===== src/rtl/fifo_pkg.sv =====
// Definitions shared by the synchronous FIFO and its read-side stream adapter:
// ring geometry, pointer type with its wrap function, and the default word width.
package fifo_pkg;

  localparam int unsigned FIFO_DATA_WIDTH = 8;
  localparam int unsigned RING_DEPTH      = 3;

  typedef logic [1:0] ring_ptr_t;
  typedef logic [1:0] ring_occ_t;

  // Advances a ring pointer 0 -> 1 -> 2 -> 0.
  function automatic ring_ptr_t ring_inc(input ring_ptr_t p);
    return (p == ring_ptr_t'(RING_DEPTH - 1)) ? '0 : p + 2'd1;
  endfunction

  // Words buffered plus the word (if any) already requested from the FIFO.
  function automatic logic [2:0] ring_load(input ring_occ_t occ, input logic inflight);
    return {1'b0, occ} + {2'b00, inflight};
  endfunction

endpackage


===== src/rtl/fifo_rd_stream_if.sv =====
// Valid/ready stream carrying FIFO words to the consumer.
interface fifo_rd_stream_if #(
  parameter int unsigned DATA_WIDTH = 8
);

  logic                  m_valid;
  logic                  m_ready;
  logic [DATA_WIDTH-1:0] m_data;

  modport master (
    output m_valid,
    output m_data,
    input  m_ready
  );

  modport slave (
    input  m_valid,
    input  m_data,
    output m_ready
  );

endinterface


===== src/rtl/fifo_rd_ring.sv =====
// Three-entry ring buffer: storage, read/write pointers and occupancy.
// The caller guarantees push only when space exists and pop only when non-empty.
module fifo_rd_ring
  import fifo_pkg::*;
#(
  parameter int unsigned DATA_WIDTH = FIFO_DATA_WIDTH
) (
  input  logic                  clk,
  input  logic                  rst,
  input  logic                  clear,
  input  logic                  push,
  input  logic [DATA_WIDTH-1:0] push_data,
  input  logic                  pop,
  output logic [DATA_WIDTH-1:0] head,
  output ring_occ_t             occ
);

  logic [DATA_WIDTH-1:0] ring_mem [RING_DEPTH];
  ring_ptr_t             rd_ptr;
  ring_ptr_t             wr_ptr;

  // Storage is intentionally left unreset; occupancy alone qualifies it.
  always_ff @(posedge clk) begin
    if (push) begin
      ring_mem[wr_ptr] <= push_data;
    end
  end

  always_ff @(posedge clk) begin
    if (rst || clear) begin
      rd_ptr <= '0;
      wr_ptr <= '0;
      occ    <= '0;
    end else begin
      if (push) begin
        wr_ptr <= ring_inc(wr_ptr);
      end
      if (pop) begin
        rd_ptr <= ring_inc(rd_ptr);
      end
      unique case ({push, pop})
        2'b10:   occ <= occ + 2'd1;
        2'b01:   occ <= occ - 2'd1;
        default: occ <= occ;
      endcase
    end
  end

  assign head = ring_mem[rd_ptr];

endmodule


===== src/rtl/fifo_rd_stream.sv =====
// Drains a one-cycle-latency synchronous FIFO into a valid/ready stream.
// FIFO requests depend only on registered state, fifo_empty and flush, never on m_ready.
module fifo_rd_stream
  import fifo_pkg::*;
#(
  parameter int unsigned DATA_WIDTH = FIFO_DATA_WIDTH,
  parameter int unsigned CNT_WIDTH  = 16
) (
  input  logic                  clk,
  input  logic                  rst,
  input  logic                  fifo_empty,
  input  logic [DATA_WIDTH-1:0] fifo_data,
  output logic                  fifo_rd_en,
  input  logic                  flush,
  output logic [CNT_WIDTH-1:0]  pop_count,
  fifo_rd_stream_if.master      m
);

  localparam logic [CNT_WIDTH-1:0] CNT_ONE = CNT_WIDTH'(1);

  ring_occ_t             occ;
  logic                  inflight;
  logic                  capture;
  logic                  handshake;
  logic [DATA_WIDTH-1:0] head;

  // Counting the in-flight word reserves its slot before it lands.
  always_comb begin
    fifo_rd_en = 1'b0;
    if (!rst && !fifo_empty && !flush &&
        (ring_load(occ, inflight) < 3'(RING_DEPTH))) begin
      fifo_rd_en = 1'b1;
    end
  end

  always_comb begin
    capture   = inflight && !flush;
    handshake = m.m_valid && m.m_ready && !flush;
  end

  always_ff @(posedge clk) begin
    if (rst) begin
      inflight <= 1'b0;
    end else begin
      inflight <= fifo_rd_en;
    end
  end

  always_ff @(posedge clk) begin
    if (rst) begin
      pop_count <= '0;
    end else if (handshake) begin
      pop_count <= pop_count + CNT_ONE;
    end
  end

  fifo_rd_ring #(
    .DATA_WIDTH (DATA_WIDTH)
  ) u_ring (
    .clk       (clk),
    .rst       (rst),
    .clear     (flush),
    .push      (capture),
    .push_data (fifo_data),
    .pop       (handshake),
    .head      (head),
    .occ       (occ)
  );

  assign m.m_valid = (occ != '0);
  assign m.m_data  = head;

endmodule


===== src/flat_wrapper.sv =====
// flat-port wrapper written by rule: the top's interface ports become plain ports
module fifo_rd_stream_flat import fifo_pkg::*;
#(
  parameter int unsigned DATA_WIDTH = FIFO_DATA_WIDTH,
  parameter int unsigned CNT_WIDTH  = 16
)
  (clk, rst, fifo_empty, fifo_data, fifo_rd_en, flush, pop_count, m_m_valid, m_m_data, m_m_ready);
  fifo_rd_stream_if #(.DATA_WIDTH(DATA_WIDTH)) m_i ();
  input  logic clk;
  input  logic rst;
  input  logic fifo_empty;
  input  logic [DATA_WIDTH-1:0] fifo_data;
  output logic fifo_rd_en;
  input  logic flush;
  output logic [CNT_WIDTH-1:0] pop_count;
  output wire logic [$bits(m_i.m_valid)-1:0] m_m_valid;
  output wire logic [$bits(m_i.m_data)-1:0] m_m_data;
  input wire logic [$bits(m_i.m_ready)-1:0] m_m_ready;
  assign m_m_valid = m_i.m_valid;
  assign m_m_data = m_i.m_data;
  assign m_i.m_ready = m_m_ready;
  fifo_rd_stream #(.DATA_WIDTH(DATA_WIDTH), .CNT_WIDTH(CNT_WIDTH)) u_core (.clk(clk), .rst(rst), .fifo_empty(fifo_empty), .fifo_data(fifo_data), .fifo_rd_en(fifo_rd_en), .flush(flush), .pop_count(pop_count), .m(m_i));
endmodule

===== config.mk =====
export PLATFORM = sky130hd
export DESIGN_NAME = fifo_rd_stream_flat
export DESIGN_NICKNAME = d
export VERILOG_FILES = /design/src/rtl/fifo_pkg.sv /design/src/rtl/fifo_rd_stream_if.sv /design/src/rtl/fifo_rd_ring.sv /design/src/rtl/fifo_rd_stream.sv /design/src/flat_wrapper.sv
export SDC_FILE = /design/constraint.sdc
export NUM_CORES = 1
export LEC_CHECK = 0
export BUFFER_PORTS_ARGS = -buffer_cell sky130_fd_sc_hd__buf_2
export CAP_MARGIN = 20
export CORE_MARGIN = 1
export CORE_UTILIZATION = 56
export DETAILED_ROUTE_END_ITERATION = 16
export PLACE_DENSITY_LB_ADDON = 0.15
export SETUP_SLACK_MARGIN = 0.5
export SYNTH_ARGS = -nofsm -noshare
export SYNTH_HDL_FRONTEND = slang
export SYNTH_SLANG_ARGS = --single-unit

===== constraint.sdc =====
create_clock -name clk -period 3.4 [get_ports clk]
set_clock_uncertainty 0.2 [all_clocks]
set_input_delay 0.17 -clock clk [delete_from_list [all_inputs] [get_ports clk]]
set_output_delay 0.17 -clock clk [all_outputs]
set_load 0.005 [all_outputs]

# Word-level counts from Yosys, hierarchy flattened
# Memories as Yosys holds them, arrays and structs flattened. A register that Yosys moved wholly into a read port is not among the register bits.
# Cells that the tools add are included.
# totals
ram_bits,24
word_cells,37
n_memories,1
regBits,23
output_inout_bits,26
input_bits,13
# mem_list
name,depth,word_bits,read_ports,rd_clocked_by_memory_dff,write_ports,line_no,source
u_core.u_ring.ring_mem,3,8,1,1,1,fifo_rd_ring.sv:18,logic [DATA_WIDTH-1:0] ring_mem [RING_DEPTH];
# classes
muxes,8
magnitude_cmp,1
reduce_logical,12
n_eq_ne,4
n_addsub,6
# ops
operator,n
16-bit by 1-bit adder with 16-bit output (second input constant),1
2-bit two-way mux,4
2-bit by 1-bit adder with 2-bit output (second input constant),3
2-bit equality test (second input constant),3
1-bit logical AND,6
2-bit one-hot mux with 2 select lines,1
2-bit nonzero test,2
2-bit by 1-bit adder with 3-bit output,1
1-bit zero test,3
3-bit by 2-bit less-than comparator with 1-bit output (second input constant),1
1-bit two-way mux,3
2-bit by 1-bit equality test with 1-bit output (second input constant),1
2-bit by 1-bit subtractor with 2-bit output (second input constant),1
1-bit logical OR,1

# Depth between registers and ports, before layout
# logic_depth
ltp_word,5
depth_mapped,7
depth_no_buf,6

# By module
# From an unflattened synthesis, not the netlist that was laid out.
# unflattened
hier_cells,180
area_unflattened_um2,2038.2
# by_module_without_submodules
module,seq_area_each_um2,area_per_inst_um2,cells_per_inst,n_inst
fifo_rd_ring,880.8,1186.1,83,1
fifo_rd_stream,340.3,852.1,97,1

# Least setup slack after synthesis
# Ideal clock, no wire load.
# synth_timing
path_type,register to register
start,reg u_core.pop_count[0]
end,reg u_core.pop_count[12]
period_less_slack_ns,1.937
arrival_ns,1.666
stages_incl_launch_ff,7
setup_slack_ns,1.463
n_path_buf,1
setup_ns,0.071
required_ns,3.129
cell_sequence,dfxtp_1 > ha_1 > nand2_1 > or3_1 > clkbuf_2 > or4_1 > a21oi_1
# synth_between
elab_chain_cells,1
# synth_lines
element,line_no,source
"start, declared",fifo_rd_stream.sv:15,"output logic [CNT_WIDTH-1:0] pop_count,"
"start signal, assigned",fifo_rd_stream.sv:53,pop_count <= pop_count + CNT_ONE;
16-bit by 1-bit adder with 16-bit output,fifo_rd_stream.sv:53,
# Every way passes these cells.
# A chain may end at the register's enable or synchronous reset.

# Worst setup path in the final report
# layout_timing
start,in flush
end,reg u_core.pop_count[15]
# layout_between
elab_chain_cells,2
# layout_lines
element,line_no,source
"start, declared",flat_wrapper.sv:14,input logic flush;
1-bit zero test,fifo_rd_stream.sv:38,handshake = m.m_valid && m.m_ready && !flush;
1-bit logical AND,fifo_rd_stream.sv:38,
# Every way passes these cells.

==> impl_metrics.tcl <==
set metrics [dict create \
    fmax_ghz 0.442 \
    arrival_ns 2.35 \
    yosysMostFrequentCell "dfxtp_1" \
    power_density_mw_per_mm2 378 \
    r2r_slack_ns 1.28 \
    yosysTopAreaCell "edfxtp_1" \
    min_period_over_period 0.665 \
    clock_latency_ns 0.35 \
    crit_type "primary input to flop" \
    numPortBuffers 38 \
    die_w_um 62.1 \
    antenna_found_initial 0 \
    synthesis.area_mm2 0.00202 \
    diodes 0 \
    grt_pass1_vias 1440 \
    synthMuxAreaShare 0.0501 \
    yosys.area_share.simple 0.170 \
    fillers 267 \
    worst_slew_pin_slew_ns 0.487 \
    wl_per_cell_um 13.8 \
    cts_setup_buffers 0 \
    fin_cells 278 \
    power_mw 0.918 \
    synth_ff_type "dfxtp_1" \
    grt_max_degree 18 \
    min_delay_path_depth 4 \
    busiest_layer "met2" \
    synth_top_area_share 0.356 \
    ir_worst_vdd_mv 0.246 \
    dieArea_mm2 0.00386 \
    path_cells "dlygate4sd3_1 -> buf_2 -> nand2b_1 -> or4b_4 -> or4_1 -> a21oi_1" \
    grt_use_met1 0.238 \
    async_flop_share 0 \
    first_pass_iters 5 \
    clock_sinks 49 \
    rr_worst_depth 5 \
    whs_endpoint "u_core.pop_count[1]$_SDFFE_PP0P_" \
    critPathLaunchType "primary input" \
    fin_setup_tns_ns 0 \
    rsz0062_at_grt "no" \
    drcViolationCount 0 \
    synth_area_leaders "edfxtp_1, dfxtp_1, mux2i_1, o21ai_0, xnor2_1" \
    nets 248 \
    slew_violations 0 \
    slew_headroom 0.675 \
    multi_input_comb_area_um2 761 \
    synth_compound_area_frac 0.0928 \
    start_util 0.597 \
    overflow 0 \
    drive_gt1_frac 0.224 \
    synth.distinct_cells 30 \
    syn_nets 197 \
    synth-edff-count 24 \
    hold_viol 0 \
    grt_util_all_layers 0.219 \
    cts_buffers 5 \
    clk_path_buf_depth 2 \
    syn_to_final_growth_pct 20.0 \
    status "finished, final reports clean" \
    wirelength_um 3840 \
    cap_violations 0 \
    synth_commonest_cells "dfxtp_1, edfxtp_1, nand2_1, o21ai_0, nor2_1" \
    cts-root-buf "clkbuf_4" \
    vias 1531 \
    seqCellArea_mm2 0.00122 \
    synth_xor_area_frac 0.0390 \
    cp_top_family "simple AND/OR/NAND/NOR gates" \
    clkTransAtPathRegs_ns 0.13 \
    power_leakage_nw 0.843 \
    met3_usage 0.0518 \
    worst_r2r_endpoint "u_core.u_ring.occ[1]$_SDFFE_PP0P_" \
    core_area_mm2 0.00339 \
    fin_crit_ns 2.26 \
    critical_path.max_fanout 12 \
    critPathBufInv 2 \
    hold_path_class "primary input to flop" \
    die_h_um 62.1 \
    synth_top_family_by_area "simple AND/OR/NAND/NOR gates" \
    gr-usage-met2 0.395 \
    ctsHtreeMaxLevel 2 \
    cp_slowest_stage_delay_ns 0.60 \
    grt_pass1_wl_um 6010 \
    ant_nets 0 \
    globalplace.congestion 0.791 \
    setup_viol 0 \
    cp-end-kind "flop" \
    dp.final_hpwl_um 2690 \
    synthCells 180 \
    ys_warn_count 0 \
    ys_seq_elements 49 \
    synth_fa_ha_area_frac 0.0248 \
    r2r-start "u_core.u_ring.occ[0]$_SDFFE_PP0P_" \
    seq_area_frac_synth 0.604 \
    io_pins 39 \
    avgSynthCellArea_um2 11.2 \
    slowest_stage "or4b_4" \
    required_ns 3.49 \
    cts_tree "done" \
    viasPerCell 5.51 \
    rows 21 \
    dp_cells 259 \
    drtIter0Drc 54 \
    hp-start "m_m_ready" \
]
-- cell usage in the layout (no fill, tap or decap), types with 4 or more instances in the layout --
| cell type | count |
|---|---|
| clkbuf_4 | 5 |
| or4_1 | 4 |
| or3_1 | 7 |
| nor4_1 | 4 |
| o21ai_0 | 16 |
| o31ai_1 | 4 |
| a21oi_1 | 12 |
| nand2_1 | 17 |
| xnor2_1 | 8 |
| nand4_1 | 4 |
| mux2i_1 | 9 |
| buf_2 | 38 |
| nor2_1 | 13 |
| edfxtp_1 | 24 |
| ha_1 | 4 |
| dlygate4sd3_1 | 11 |
| dfxtp_1 | 25 |
-- layout make-up --
cell class / count / area share
clock inverters: 2 / 0.00619
repair buffers: 52 / 0.133
well taps: 46 / 0.0237
multi-input cells: 121 / 0.314
inverters: 2 / 0.00309
flip-flops and latches: 49 / 0.503
clock buffers: 6 / 0.0170
-- logic make-up (layout without fill, tap and decap cells) --
family | Yosys count | after routing
muxes | 10 | 10
buffers and inverters | 10 | 62
and+or+nand+nor | 64 | 64
AOI/OAI and AO/OA | 34 | 34
DFF | 49 | 49
xor gates and xnor gates | 9 | 9
adders and majority gates | 4 | 4
-- worst max path at each step --
| stage | start | to | slack [ns] | cells after the start |
|---|---|---|---|---|
| after floorplan | u_core.pop_count[0]$_SDFFE_PP0P_ | u_core.pop_count[12]$_SDFFE_PP0P_ | 1.46 | 6 |
| after global routing | flush | u_core.u_ring.occ[1]$_SDFFE_PP0P_ | 1.00 | 7 |
| final | flush | u_core.pop_count[15]$_SDFFE_PP0P_ | 1.14 | 6 |
| after global placement | flush | u_core.pop_count[15]$_SDFFE_PP0P_ | 1.37 | 5 |
| after detailed placement | u_core.u_ring.occ[0]$_SDFFE_PP0P_ | u_core.u_ring.occ[1]$_SDFFE_PP0P_ | 1.30 | 5 |
| after CTS | flush | u_core.u_ring.occ[1]$_SDFFE_PP0P_ | 1.15 | 7 |
-- through the flow --
stage	utilization	hold slack, ns	setup WS, ns	instance area (µm²)
2_1_floorplan	-	0.0531	1.46	2020
3_3_place_gp	0.667	0.145	1.37	2260
3_5_place_dp	0.667	0.173	1.30	2260
4_1_cts	0.716	0.244	1.15	2430
5_1_grt	0.716	0.295	1.00	2430
6_report	0.716	0.264	1.14	2430
-- tightest hold or removal path: stages --
cell and delay, ns:
buf_2 0.08, nand2b_1 0.22, o21ai_0 0.23, a21oi_1 0.07
-- routing by layer --
layer / up-vias / wire length (µm)
li1: 766 / -
met1: 718 / 1590
met2: 40 / 2020
met3: 7 / 194
met4: 0 / 40
met5: - / 0
-- registers in the layout, indices dropped and copies added (netlist names), named ones only --
register	flops
u_core.u_ring.rd_ptr	2
u_core.u_ring.occ	2
u_core.u_ring.ring_mem	24
u_core.inflight	1
u_core.u_ring.wr_ptr	2
u_core.pop_count	16
-- power breakdown --
part / switching (mW) / internal [mW]
Clock: 0.177 / 0.0810
Combinational: 0.0179 / 0.0193
Sequential: 0.00213 / 0.621
Total: 0.197 / 0.722
-- timing repair --
action / 4_1_cts / 5_1_grt
hold buffers: 11 / 0
hold endpoints to repair: 46 / 0
gates resized for setup: 0 / 0
Note: power is estimated with default switching activity, not from simulation.
